$ cat src/rtl/ifetch_stage.sv
// Instruction fetch stage: issues word reads to a 1-cycle-latency SRAM port,
// tags returned words with their PC and queues them (2 deep) toward decode.
module ifetch_stage #(
  parameter int          N        = 16,
  parameter int          AW       = $clog2(N),
  parameter int          DW       = 32,
  parameter logic [31:0] RESET_PC = 32'h0
) (
  input  logic          clk,
  input  logic          rst_n,
  output logic          imem_en,
  output logic          imem_wen,
  output logic [AW-1:0] imem_addr,
  input  logic [DW-1:0] imem_rdata,
  input  logic          redirect_valid,
  input  logic [31:0]   redirect_pc,
  output logic          out_valid,
  output logic [31:0]   out_pc,
  output logic [DW-1:0] out_instr,
  input  logic          out_ready
);

  typedef enum logic {BOOT, RUN} state_e;

  typedef struct packed {
    logic [31:0]   pc;
    logic [DW-1:0] instr;
  } ent_t;

  state_e      state_q, state_d;
  logic [1:0]  cnt_q, cnt_d;
  logic        infl_q, infl_d;
  logic [31:0] fpc_q, fpc_d;
  logic [31:0] reqpc_q, reqpc_d;
  ent_t        ent_q [2];
  ent_t        ent_d [2];

  logic        pop, push, req, credit_ok, wr_idx;
  logic [31:0] tgt, req_pc;
  logic        unused_bits;

  assign out_valid = (cnt_q != 2'd0);
  assign out_pc    = ent_q[0].pc;
  assign out_instr = ent_q[0].instr;
  assign imem_wen  = 1'b0;

  always_comb begin
    pop       = out_valid & out_ready;
    tgt       = {redirect_pc[31:2], 2'b00};
    // Slots already owed (queued + in flight, less the one leaving) must leave room.
    credit_ok = ({1'b0, cnt_q} + {2'b00, infl_q}) < (3'd2 + {2'b00, pop});
    req       = redirect_valid | (state_q == BOOT) | credit_ok;
    req_pc    = redirect_valid ? tgt : fpc_q;
    // Data returning during a redirect belongs to the old stream; drop it.
    push      = infl_q & ~redirect_valid;
    wr_idx    = 1'(cnt_q - {1'b0, pop});

    state_d   = RUN;
    infl_d    = req;
    reqpc_d   = req ? req_pc : reqpc_q;
    fpc_d     = req ? req_pc + 32'd4 : fpc_q;
    ent_d     = ent_q;
    cnt_d     = cnt_q;

    if (redirect_valid) begin
      cnt_d = 2'd0;
    end else begin
      if (pop) ent_d[0] = ent_q[1];
      if (push) ent_d[wr_idx] = '{pc: reqpc_q, instr: imem_rdata};
      cnt_d = cnt_q + {1'b0, push} - {1'b0, pop};
    end
  end

  assign imem_en     = rst_n & req;
  assign imem_addr   = rst_n ? req_pc[AW+1:2] : '0;
  assign unused_bits = ^{redirect_pc[1:0], req_pc[31:AW+2], req_pc[1:0]};

  always_ff @(posedge clk) begin
    if (!rst_n) begin
      state_q  <= BOOT;
      cnt_q    <= 2'd0;
      infl_q   <= 1'b0;
      fpc_q    <= RESET_PC;
      reqpc_q  <= 32'h0;
      ent_q[0] <= '0;
      ent_q[1] <= '0;
    end else begin
      state_q  <= state_d;
      cnt_q    <= cnt_d;
      infl_q   <= infl_d;
      fpc_q    <= fpc_d;
      reqpc_q  <= reqpc_d;
      ent_q[0] <= ent_d[0];
      ent_q[1] <= ent_d[1];
    end
  end

endmodule

$ cat config.mk
export PLATFORM = sky130hd
export DESIGN_NAME = ifetch_stage
export DESIGN_NICKNAME = d
export VERILOG_FILES = /design/src/rtl/ifetch_stage.sv
export SDC_FILE = /design/constraint.sdc
export NUM_CORES = 1
export LEC_CHECK = 0
export ABC_CLOCK_PERIOD_IN_PS = 5200
export BUFFER_PORTS_ARGS = -buffer_cell sky130_fd_sc_hd__buf_2
export CAP_MARGIN = 30
export CORE_MARGIN = 2
export CORE_UTILIZATION = 60
export CTS_BUF_LIST = sky130_fd_sc_hd__clkbuf_4
export DETAILED_ROUTE_END_ITERATION = 16
export HOLD_SLACK_MARGIN = 0.02
export PLACE_DENSITY = 0.83
export SLEW_MARGIN = 30
export SYNTH_ARGS = -nofsm -noshare
export SYNTH_HDL_FRONTEND = slang
export SYNTH_SLANG_ARGS = --single-unit
$ cat constraint.sdc
create_clock -name clk -period 5.2 [get_ports clk]
set_clock_uncertainty 0.15 [all_clocks]
set_input_delay 0 -clock clk [delete_from_list [all_inputs] [get_ports clk]]
set_output_delay 0 -clock clk [all_outputs]
set_load 0.005 [all_outputs]
==> out/results.ini, run 1 <==
[outcome]
outcome=completed

[global_routing]
grt_start_max_net_pins=125
grt_pass1_wl_mm=40.6
antenna_found_initial=1
overflow=0
grt.total_usage_pct=30.0
grt_pass1_vias=8272

[run]
maxCapViolations=0

[min_path]
holdPathEnd=ent_q[21]$_SDFFE_PN0P_
worstHoldStart=imem_rdata[21]
hold_path_class=in2reg
hold_depth=4

[placed_design]
dp_hpwl_mm=14.9
dp_slack_ns=1.94
finalWeightedCongestion=0.868
dpl.cell_count=1472
io_buffers=135

[route]
wl_per_cell_um=15.7
drtIter0Drc=1088
dr.pass1.iters=5
drc=0
wirelength_mm=25.2
final_antenna_net_count=0
vias=9207
viasPerCell=5.73

[timing]
rsz0062_at_grt=no
fmax_mhz=231
finalCritPeriodShare_pct=83.2
worst_pin_slew_ns=0.912
hold_viol=0
worst_slack_ns=0.875
maxSlewViolCount=0
min_period_ns=4.33
setup-violations-final=0
fin_tns_setup_ns=0
relSlewSlack_pct=39.1

[clock_tree]
ctsRootBufferMaster=clkbuf_4
cts_tree=built
clockBufferDepth=2
cts_inserted_buffers=17
cts.sinks=190
clkTransAtPathRegs_ns=0.18
cts_setup_buffers=0
htreeDepth=4
clk_latency_ns=0.60
hold_buffers=103
cts-resized-gates=0

[synth]
yosys_warnings=0
yosysSeqAreaShare_pct=40.6
synthesis.nets=1346
syn_avg_cell_area_um2=7.36
yosys-top-cells-area=dfxtp_1 (41%), nand2_1 (11%), a21oi_1 (9.4%)
synth_top_area_cell=dfxtp_1
syn_inst=1273
synth_common_cells=nand2_1 (283), dfxtp_1 (190), a21oi_1 (176), o21ai_0 (135), nor2_1 (112)
synth_most_common_cell=nand2_1
synth_enable_flop_cells=0
ys_seq_elements=190
syn-cell-area_um2=9380
synthDistinctLibCells=55
synth_top_area_share_pct=40.6
synth_ff_type=dfxtp_1
async_flop_share_pct=0

[die]
die-area_um2=16600
pin_count=139
coreArea_um2=15300
die_h_um=129
rows=45
die_w_um=129
start_util_pct=61.4

[critical_path]
crit_path_cell_trace=dlygate4sd3_1, buf_4, buf_4, nand3_1, a222oi_1, nand2_1, nor4_1, nand4_1, dlygate4sd3_1, o211ai_1, dlygate4sd3_1
critPathKind=in2reg
max_stage_delay_ns=0.70
r2r-start=cnt_q[0]$_SDFF_PP0_
worstPathArrival_ns=4.72
crit_required_ns=5.59
cp_slowest_cell=a222oi_1
r2r_end=fpc_q[31]$_SDFFE_PN0P_
r2r_slack_ns=1.34
cp_common_cell=dlygate4sd3_1
end_kind=register
crit_start=redirect_valid
startpoint_type=input port
cp_max_fo=72
ff2ff_path_depth=8

[pwr]
ir_drop_mv=0.169
powerDensity_nw_per_um2=264
p_leak_nw=4.43

[finish]
area_delta_synth_final_pct=16.8
layout.cells.non_filler=1608
fin_nets=1456
drive_gt1_share_pct=14.5

## cells in the final DEF, fill, tap and decap left out, types with 19 or more instances in the layout
cell type and instances:
buf_2 134, nand3_1 28, nand2_1 282, nor2_1 110
dlygate4sd3_1 103, xnor2_1 23, xor2_1 19, a21oi_1 176
dfxtp_1 190, o21ai_0 135
## final cells by class
cell class / instances / area (um2)
antenna: 1 / 2.50
clock buffer: 17 / 128
timing repair buffer: 252 / 1840
sequential: 190 / 3800
fill: 1227 / 4310
tap: 211 / 264
clock inverter: 15 / 156
inverter: 8 / 31.3
multi-input combinational: 914 / 4720
## critical path: cells and delay by family
kind | cells | cell delay, ns
buf+inv | 5 | 2.89
simple gates | 4 | 0.97
compound gates | 2 | 0.79
## kinds of logic after synthesis
logic type / share of synthesized area (%)
and+or+nand+nor: 22.4
AOI/OAI and AO/OA: 21.5
DFF: 40.6
buffers and inverters: 9.65
xor gates and xnor gates: 3.92
muxes: 1.20
adders and majority gates: 0.667
other: 0.0400
## flip-flops by register name (all words and copies together) (netlist names)
signal	flops
ent_q	62
infl_q	1
out_instr	32
reqpc_q	30
cnt_q	2
state_q	1
fpc_q	30
out_pc	32
## stage by stage
| stage | area, um2 | util, % | hold slack, ns | total power, mW |
|---|---|---|---|---|
| global route | 11000 | 71.8 | 0.0255 | 3.01 |
| CTS | 10900 | 71.7 | 0.0238 | 2.88 |
| floorplan | 9380 | - | -0.122 | 1.91 |
| global placement | 9600 | 62.9 | 0.103 | 2.00 |
| finish | 11000 | 71.8 | 0.0350 | 2.89 |
| detailed placement | 9630 | 63.1 | 0.110 | 2.02 |
## report_power, final
group | leakage, nW | internal (mW) | switching (mW) | total (mW)
Clock | 0.144 | 0.290 | 0.536 | 0.826
Combinational | 2.73 | 0.205 | 0.263 | 0.468
Sequential | 1.56 | 1.54 | 0.0610 | 1.60
Total | 4.43 | 2.03 | 0.860 | 2.89
## routing by layer
metal,routed length (um),global-route usage [%],vias up
met5,0,0,-
met4,457,9.85,0
met3,1730,5.49,53
met2,11700,46.5,387
met1,11300,42.5,4288
li1,-,-,4479
## worst max path at each step
stage               slack [ns]  cells past startpoint                      to
detailed placement        1.94                     10  fpc_q[16]$_SDFFE_PN0P_
CTS                       1.09                     11  fpc_q[31]$_SDFFE_PN0P_
finish                    0.87                     11  fpc_q[31]$_SDFFE_PN0P_
global route              0.63                     11  fpc_q[31]$_SDFFE_PN0P_
global placement          2.01                     10  fpc_q[16]$_SDFFE_PN0P_
floorplan                 2.49                     13  fpc_q[16]$_SDFFE_PN0P_
Note: power is estimated with default switching activity, not from simulation.
==> run 2: changes to the inputs <==
Settings changed: ABC_AREA from default to 1, ABC_CLOCK_PERIOD_IN_PS 5200 to 3600, CORE_UTILIZATION 60 to 54, PLACE_DENSITY 0.83 to 0.79.
Clock period 5.2 ns to 3.6 ns, I/O delays scaled along.
==> out/results.ini, run 2 <==
[outcome]
outcome=completed  ; unchanged

[critical_path]
ff2ff_path_depth=10  ; was 8
cp_slowest_cell=dlygate4sd3_1  ; was a222oi_1
crit_start=redirect_valid  ; unchanged
cp_common_cell=nand2_1  ; was dlygate4sd3_1
crit_required_ns=3.95  ; was 5.59 ns
r2r_slack_ns=0.32  ; was 1.34 ns
critPathKind=in2reg  ; unchanged
cp_max_fo=45  ; was 72
crit_path_cell_trace=dlygate4sd3_1, buf_2, buf_4, nand2_1, nand2_2, ha_1, nand2_1, nor2_2, nand2_2, nor2_2, nand2_1, nand2_1, dlygate4sd3_1, nand3_1, dlygate4sd3_1, nand2_1, inv_1  ; was dlygate4sd3_1, buf_4, buf_4, nand3_1, a222oi_1, nand2_1, nor4_1, nand4_1, dlygate4sd3_1, o211ai_1, dlygate4sd3_1
end_kind=register  ; unchanged
r2r-start=cnt_q[0]$_SDFF_PP0_  ; unchanged
worstPathArrival_ns=3.69  ; was 4.72 ns
r2r_end=fpc_q[28]$_SDFFE_PN0P_  ; was fpc_q[31]$_SDFFE_PN0P_
max_stage_delay_ns=0.59  ; was 0.70 ns
startpoint_type=input port  ; unchanged

[synth]
yosysSeqAreaShare_pct=40.3  ; was 40.6%
synth_ff_type=dfxtp_1  ; unchanged
synth_most_common_cell=nand2_1  ; unchanged
async_flop_share_pct=0  ; unchanged
syn_avg_cell_area_um2=7.10  ; was 7.36 um2
synth_common_cells=nand2_1 (261), dfxtp_1 (190), inv_1 (154), o21ai_0 (154), nor2_1 (125)  ; was nand2_1 (283), dfxtp_1 (190), a21oi_1 (176), o21ai_0 (135), nor2_1 (112)
syn_inst=1329  ; was 1273
yosys_warnings=0  ; unchanged
synthesis.nets=1402  ; was 1346
synth_enable_flop_cells=0  ; unchanged
yosys-top-cells-area=dfxtp_1 (40%), nand2_1 (10%), o21ai_0 (8.2%)  ; was dfxtp_1 (41%), nand2_1 (11%), a21oi_1 (9.4%)
synth_top_area_cell=dfxtp_1  ; unchanged
synthDistinctLibCells=37  ; was 55
syn-cell-area_um2=9430  ; was 9380 um2
ys_seq_elements=190  ; unchanged
synth_top_area_share_pct=40.3  ; was 40.6%

[pwr]
powerDensity_nw_per_um2=364  ; was 264 nW/um2
ir_drop_mv=0.216  ; was 0.169 mV
switchingPower_mw=1.16  ; was 0.860 mW
swShare_pct=29.3  ; was 29.7%
power_frac_comb_pct=17.5  ; was 16.2%
p_seq_share_pct=57.0  ; was 55.3%
power_frac_clock_pct=25.5  ; was 28.6%
p_int_mw=2.80  ; was 2.03 mW
p_leak_nw=4.66  ; was 4.43 nW

[global_routing]
grt_pass1_vias=8146  ; was 8272
grt.total_usage_pct=26.1  ; was 30.0%
overflow=0  ; unchanged
antenna_found_initial=1  ; unchanged
grt_pass1_wl_mm=38.9  ; was 40.6 mm
grt_start_max_net_pins=75  ; was 125

[die]
rows=48  ; was 45
die-area_um2=18500  ; was 16600 um2
die_w_um=136  ; was 129 um
pin_count=139  ; unchanged
coreArea_um2=17200  ; was 15300 um2
start_util_pct=54.9  ; was 61.4%
die_h_um=136  ; was 129 um

[route]
drtIter0Drc=636  ; was 1088
drc=0  ; unchanged
wirelength_mm=24.0  ; was 25.2 mm
viasPerCell=5.27  ; was 5.73
final_antenna_net_count=0  ; unchanged
dr.pass1.iters=7  ; was 5
wl_per_cell_um=14.2  ; was 15.7 um
vias=8930  ; was 9207

[placed_design]
dp_slack_ns=0.988  ; was 1.94 ns
dp_hpwl_mm=14.8  ; was 14.9 mm
placed_area_um2=9620  ; was 9630 um2
finalWeightedCongestion=0.912  ; was 0.868
io_buffers=135  ; unchanged

[clock_tree]
clk_latency_ns=0.59  ; was 0.60 ns
cts.sinks=190  ; unchanged
cts_setup_buffers=0  ; unchanged
ctsRootBufferMaster=clkbuf_4  ; unchanged
clkTransAtPathRegs_ns=0.14  ; was 0.18 ns
cts-resized-gates=0  ; unchanged
cts_tree=built  ; unchanged
hold_buffers=104  ; was 103
clockBufferDepth=2  ; unchanged
htreeDepth=4  ; unchanged
cts_inserted_buffers=17  ; unchanged

[timing]
finalCritPeriodShare_pct=92.9
relSlewSlack_pct=50.1  ; was 39.1%
worst_pin_slew_ns=0.749  ; was 0.912 ns
fmax_mhz=299
maxSlewViolCount=0  ; unchanged
fin_tns_setup_ns=0  ; unchanged
rsz0062_at_grt=no  ; unchanged
worst_slack_ns=0.256  ; was 0.875 ns
hold_viol=0  ; unchanged
min_period_ns=3.34
setup-violations-final=0  ; unchanged

[min_path]
hold_depth=4  ; unchanged
holdPathEnd=ent_q[25]$_SDFFE_PN0P_  ; was ent_q[21]$_SDFFE_PN0P_
hold_path_class=in2reg  ; unchanged
worstHoldStart=imem_rdata[25]  ; was imem_rdata[21]

[finish]
stdcell_area_um2=10900  ; was 11000 um2
area_delta_synth_final_pct=15.5  ; was 16.8%
final_common_cell=nand2_1  ; unchanged
top_register=ent_q  ; unchanged
nFillCells=1525  ; was 1227
layout_common_cells=nand2_1 (259), dfxtp_1 (190), inv_1 (154), o21ai_0 (154), buf_2 (135)  ; was nand2_1 (282), dfxtp_1 (190), a21oi_1 (176)
fin_nets=1527  ; was 1456
drive_gt1_share_pct=16.0  ; was 14.5%
final_core_util_pct=63.4  ; was 71.8%
largest_reg_flops=62  ; unchanged

[run]
maxCapViolations=0  ; unchanged

==> run 2: changes by cell type after synthesis, sizes merged, moves of 22 or more <==
cell    delta
o22ai     +81
nor2      +28
inv      +153
clkbuf    -37
xnor2     -22
o211ai    +58
a21oi    -141
==> run 2: worst max-delay path by stage <==
stage / end / slack, ns
after floorplan: cnt_q[1]$_SDFF_PP0_ / 1.52
after global placement: ent_q[47]$_SDFFE_PN0P_ / 1.09
after detailed placement: ent_q[51]$_SDFFE_PN0P_ / 0.99
after CTS: fpc_q[24]$_SDFFE_PN0P_ / 0.40
after global routing: fpc_q[24]$_SDFFE_PN0P_ / 0.08
final: fpc_q[24]$_SDFFE_PN0P_ / 0.26
==> run 2: final cells by class <==
class	count	area, um2	share of cell area, %
tap	225	282	2.58
clock inverter	11	68.8	0.632
inverter	163	616	5.65
clock buffer	21	158	1.45
sequential	190	3800	34.9
antenna	1	2.50	0.0230
timing repair buffer	251	1820	16.7
multi-input combinational	831	4140	38.0
==> run 2: critical path, delay by kind of cell <==
family                   cells  cell delay (ns)
adder cells (fa/ha/maj)      1             0.19
buffers and inverters        6             2.27
AND/OR/NAND/NOR             10             1.21
==> run 2: per-layer routing <==
layer  GRT usage, %  wire [um]  vias to the layer above  share of wire, %
li1               -          -                     4531                 -
met1           34.4      10600                     4037                44
met2           43.2      11300                      317                47
met3           4.47       1560                       45               6.5
met4           9.49        555                        0               2.3
met5              0          0                        -                 0
==> run 2: power by group through the flow <==
| stage | Clock [mW] | Sequential, mW | Combinational [mW] |
|---|---|---|---|
| global placement | 0 | 2.30 | 0.574 |
| global route | 1.11 | 2.27 | 0.778 |
| floorplan | 0 | 2.29 | 0.469 |
| finish | 1.01 | 2.26 | 0.694 |
| detailed placement | 0 | 2.31 | 0.587 |
| CTS | 1.03 | 2.26 | 0.681 |
==> run 2: metrics by stage <==
step / hold slack (ns) / std cells / total power, mW
after floorplan: -0.122 / 1329 / 2.76
after global placement: 0.116 / 1556 / 2.88
after detailed placement: 0.126 / 1556 / 2.89
after CTS: 0.0326 / 1692 / 3.97
after global routing: 0.0472 / 1693 / 4.16
final: 0.0637 / 1693 / 3.97
==> run 2: logic make-up (layout without fill, tap and decap cells) <==
| group | Yosys count | in the layout | synth area share, % |
|---|---|---|---|
| AOI/OAI and AO/OA | 342 | 342 | 21.0 |
| xor gates and xnor gates | 7 | 7 | 0.650 |
| adders and majority gates | 5 | 5 | 0.663 |
| buffers and inverters | 308 | 446 | 15.9 |
| DFF | 190 | 190 | 40.3 |
| other | 1 | 2 | 0.0398 |
| and+or+nand+nor | 476 | 476 | 21.5 |
